`config.mk`:
```
export PLATFORM = sky130hd
export DESIGN_NAME = mux_scan_ctrl
export DESIGN_NICKNAME = d
export VERILOG_FILES = /design/src/rtl/mux_scan_ctrl.sv
export SDC_FILE = /design/constraint.sdc
export NUM_CORES = 1
export LEC_CHECK = 0
export CORE_UTILIZATION = 40
export CTS_CLUSTER_DIAMETER = 50
export DETAILED_ROUTE_END_ITERATION = 10
export PLACE_DENSITY_LB_ADDON = 0.25
export SYNTH_ARGS = -nofsm -noshare
export SYNTH_HDL_FRONTEND = slang
export SYNTH_SLANG_ARGS = --single-unit
```
`constraint.sdc`:
```
create_clock -name clk -period 1.6 [get_ports clk]
set_input_delay 0.32 -clock clk [delete_from_list [all_inputs] [get_ports clk]]
set_output_delay 0.32 -clock clk [all_outputs]
set_load 0.01 [all_outputs]
```
`src/rtl/mux_scan_ctrl.sv`:
```
// mux_scan_ctrl: walks the enabled channels of a 4:1 mux in ascending order,
// holds each select for a programmable dwell, and captures one bit per channel.
// Optional feature macro: MUX_SCAN_CONT_EN (continuous re-scan via cont input).
module mux_scan_ctrl #(
    parameter int DWELL_W = 4
) (
    input  logic               clk,
    input  logic               rst_n,
    input  logic               start,
    input  logic [DWELL_W-1:0] dwell,
    input  logic [3:0]         ch_mask,
`ifdef MUX_SCAN_CONT_EN
    input  logic               cont,
`endif
    input  logic               mux_out,
    output logic [1:0]         sel,
    output logic               busy,
    output logic               done,
    output logic [3:0]         sample
);

    typedef enum logic [1:0] {
        IDLE  = 2'd0,
        DWELL = 2'd1,
        DONE  = 2'd2
    } state_t;

    state_t             state_reg, state_next;
    logic [1:0]         sel_reg, sel_next;
    logic [DWELL_W-1:0] cnt_reg, cnt_next;
    logic [DWELL_W-1:0] dwell_reg, dwell_next;
    logic [3:0]         mask_reg, mask_next;
    logic [3:0]         work_reg, work_next;
    logic [3:0]         sample_reg, sample_next;

    // Enabled channels strictly above the current select.
    logic [3:0] above_mask;
    logic       has_next;
    logic [1:0] next_sel;

    // Index of the lowest set bit; 0 when no bit is set.
    function automatic logic [1:0] low_bit(input logic [3:0] m);
        logic [1:0] r;
        r = 2'd0;
        for (int i = 3; i >= 0; i--) begin
            if (m[i]) r = 2'(i);
        end
        return r;
    endfunction

    genvar gi;
    generate
        for (gi = 0; gi < 4; gi++) begin : g_above
            assign above_mask[gi] = mask_reg[gi] && (gi > int'(sel_reg));
        end
    endgenerate

    assign has_next = |above_mask;
    assign next_sel = low_bit(above_mask);

    // State and datapath registers with synchronous active-low reset.
    always_ff @(posedge clk) begin
        if (!rst_n) begin
            state_reg  <= IDLE;
            sel_reg    <= 2'd0;
            cnt_reg    <= '0;
            dwell_reg  <= '0;
            mask_reg   <= 4'd0;
            work_reg   <= 4'd0;
            sample_reg <= 4'd0;
        end else begin
            state_reg  <= state_next;
            sel_reg    <= sel_next;
            cnt_reg    <= cnt_next;
            dwell_reg  <= dwell_next;
            mask_reg   <= mask_next;
            work_reg   <= work_next;
            sample_reg <= sample_next;
        end
    end

    // Next-state logic: accept start, count dwell, capture, advance channel.
    always_comb begin
        state_next  = state_reg;
        sel_next    = sel_reg;
        cnt_next    = cnt_reg;
        dwell_next  = dwell_reg;
        mask_next   = mask_reg;
        work_next   = work_reg;
        sample_next = sample_reg;
        case (state_reg)
            IDLE: begin
                sel_next = 2'd0;
                if (start) begin
                    dwell_next = dwell;
                    mask_next  = ch_mask;
                    work_next  = 4'd0;
                    if (ch_mask != 4'd0) begin
                        sel_next   = low_bit(ch_mask);
                        cnt_next   = dwell;
                        state_next = DWELL;
                    end else begin
                        state_next = DONE;
                    end
                end
            end
            DWELL: begin
                if (cnt_reg != '0) begin
                    cnt_next = cnt_reg - DWELL_W'(1);
                end else begin
                    // The mux has settled for dwell_q cycles on this select.
                    work_next[sel_reg] = mux_out;
                    if (has_next) begin
                        sel_next = next_sel;
                        cnt_next = dwell_reg;
                    end else begin
                        state_next = DONE;
                    end
                end
            end
            DONE: begin
                sample_next = work_reg;
                sel_next    = 2'd0;
                state_next  = IDLE;
`ifdef MUX_SCAN_CONT_EN
                if (cont && (mask_reg != 4'd0)) begin
                    sel_next   = low_bit(mask_reg);
                    cnt_next   = dwell_reg;
                    work_next  = 4'd0;
                    state_next = DWELL;
                end
`endif
            end
            default: begin
                state_next = IDLE;
                sel_next   = 2'd0;
            end
        endcase
    end

    assign sel    = sel_reg;
    assign busy   = (state_reg != IDLE);
    assign done   = (state_reg == DONE);
    assign sample = sample_reg;

endmodule

```
==> out/metrics.yaml <==
global_routing:
  grtUsageTotal_pct: 23.7
  grt_max_degree: 14
  overflow: 0
  grt_pass1_wl_mm: 5.98
  grt_pass1_vias: 1288
  antenna_found_initial: 0
worst_setup_path:
  startpoint: "cnt_reg[0]$_SDFFE_PN0P_"
  rr_startpoint: "cnt_reg[0]$_SDFFE_PN0P_"
  path_class: "reg2reg"
  cp.arrival_ns: 1.83
  cp-start-kind: "flop"
  required_ns: 1.81
  worst-path-max-fanout: 5
  crit_path_end_kind: "flop"
sta:
  max_clock_freq_mhz: 615
  grt_setup_unrepaired: "true"
  setup_ws_ns: -0.0249
  setup_violations: 4
  clock-skew-final_ns: 0.00258
  fin_crit_sh_pct: 102
  slew_viol_final: 0
  worst_pin_slew_ns: 0.367
  hold_viol_final: 0
  period_minus_slack_ns: 1.62
  slew_headroom_pct: 75.5
place:
  placed_cell_area_sq_mm: 0.00164
  dp_cells: 214
  routabilityCongestion: 0.859
  dp_hpwl_mm: 2.54
  io_buffers: 19
min_path:
  hold_path_class: "reg2reg"
  min_from: "dwell_reg[3]$_SDFFE_PN0P_"
die:
  core_sq_mm: 0.00285
  fp.dieH_microns: 58.0
  dieArea_sq_mm: 0.00336
  io_pins: 20
  rows: 19
  start_util_pct: 43.9
  die_x_microns: 58.0
finish:
  design_area_sq_mm: 0.00182
  layout_common_cells: "buf_4 (29), nand2_1 (22), dfxtp_1 (18), clkdlybuf4s50_1 (13), a21oi_1 (11)"
  final_common_cell: "buf_4"
  nNetsFinal: 206
  final_cells: 223
  final.fill_count: 268
  multi_input_area_sq_um: 840
  ff_latch_area_sq_um: 472
  area_delta_synth_final_pct: 45.0
  drive_above_1_share_pct: 33.3
  n_antenna_cell: 0
drt:
  wl_per_cell_microns: 16.3
  drc_errors: 1
  drtAntennaViolNets: 0
  num_vias: 1279
  drtIter0Drc: 63
  firstDrtPassIters: 7
  viasPerCell: 5.74
  wl_mm: 3.64
clocking:
  cts_tree: "built"
  clock_latency_ns: 0.32
  root_buffer: "clkbuf_4"
  cts_hold_buf: 0
  clockBufferDepth: 2
  clk_pin_slew_ns: 0.13
  clock-sinks: 23
  htreeDepth: 1
  cts_made_buffers: 3
yosys:
  synth_seq_area_share_pct: 36.8
  postSynthCellCount: 148
  syn_area_per_cell_sq_um: 8.46
  yosysWarnings: 0
  ys_ff_latch: 23
  yosys.cell_types.count: 44
  synth_nets: 161
  netlist_area_sq_mm: 0.00125
flow_run:
  cap_viol_max_count: 0
status:
  violations: "design-rule violations, negative setup slack"
  status: "finished, violations left"
power_and_ir_drop:
  leakage_nw: 0.683
  vdd_drop_max_mv: 0.574
  power.density_mw_per_mm2: 1060
[per-layer routing]
metal / part of all wire, % / vias up / routed length, microns / GRT usage (%)
met5: 0 / - / 0 / 0
met4: 2.8 / 0 / 102 / 10.5
met3: 2.6 / 11 / 95 / 2.90
met2: 50 / 29 / 1810 / 40.4
met1: 45 / 616 / 1630 / 30.0
li1: - / 623 / - / -
[worst paths after layout]
path | end | slack (ns) | cells past startpoint
worst max-delay path | cnt_reg[1]$_SDFFE_PN0P_ | -0.02 | 7
worst min-delay path | dwell_reg[3]$_SDFFE_PN0P_ | 0.46 | 2
worst max register to register | cnt_reg[1]$_SDFFE_PN0P_ | -0.02 | 7
worst min register to register | dwell_reg[3]$_SDFFE_PN0P_ | 0.46 | 2
[critical path: stages (launching register included)]
cell      delay, ns
dfxtp_2        0.35
inv_2          0.07
ha_4           0.13
or3b_4         0.43
a21oi_4        0.18
a311oi_4       0.15
nor2_2         0.14
a211oi_2       0.05
[through the flow]
step | util (%) | setup TNS [ns] | setup WS [ns] | hold slack [ns] | total power, mW
5_1_grt | 63.6 | -0.509 | -0.123 | 0.488 | 2.04
6_report | 63.6 | -0.0692 | -0.0249 | 0.463 | 1.92
3_3_place_gp | 57.4 | -2.89 | -0.367 | 0.441 | 1.41
4_1_cts | 61.4 | 0 | 0.000632 | 0.465 | 1.83
2_1_floorplan | - | -0.0374 | -0.0196 | 0.432 | 1.13
3_5_place_dp | 57.4 | -3.25 | -0.437 | 0.446 | 1.43
[final cells by class]
cell class,instances,area share [%]
Timing Repair Buffer,49,22.7
Sequential cell,23,26.0
Inverter,7,1.45
Multi-Input combinational cell,109,46.2
Clock buffer,3,1.24
Clock inverter,1,0.276
Tap cell,31,2.14
[cells by family after synthesis]
family,count (synthesis),share of synthesized area [%]
flops,23,36.8
buf+inv,16,5.40
simple gates,56,23.7
mux,7,5.59
compound gates,45,27.6
fa+ha+maj,1,0.999
[synth_stat cells, drive strengths merged]
cell type  instances  area, sq um
o32ai              2         17.5
a2111oi            1         15.0
a31oi              1         6.26
o31ai              2         15.0
and2               3         21.3
ha                 1         12.5
nor2              10         37.5
or2                1         6.26
nand3              3         15.0
a211oi             3         22.5
o2111ai            4         35.0
mux2i              7         70.1
a221oi             1         8.76
nand2b             3         18.8
o211ai             3         22.5
o21ai              5         25.0
dfxtp             23          460
nand3b             1         7.51
buf                4         22.5
o311a              1         10.0
nand2             22         82.6
clkbuf             5         18.8
or3b               2         17.5
a21oi             14         85.1
a21o               1         7.51
a311oi             1         15.0
inv                7         26.3
nor2b              5         33.8
o2bb2ai            1         8.76
o41ai              1         8.76
or4                1         11.3
o21bai             2         26.3
nor3               1         5.00
nor3b              4         40.0
a21boi             1         7.51
o221ai             1         8.76
[power by group]
| group | internal [mW] | switching (mW) | total (mW) |
|---|---|---|---|
| Clock | 0.0938 | 0.189 | 0.283 |
| Combinational | 0.474 | 0.473 | 0.948 |
| Sequential | 0.634 | 0.0599 | 0.694 |
[repair_timing]
| action | in CTS | in global routing |
|---|---|---|
| setup buffers | 3 | 2 |
| resized for setup | 26 | 10 |
| pin swaps | 9 | 6 |
| setup endpoints to repair | 15 | 9 |
(Power assumes the default switching activity.)
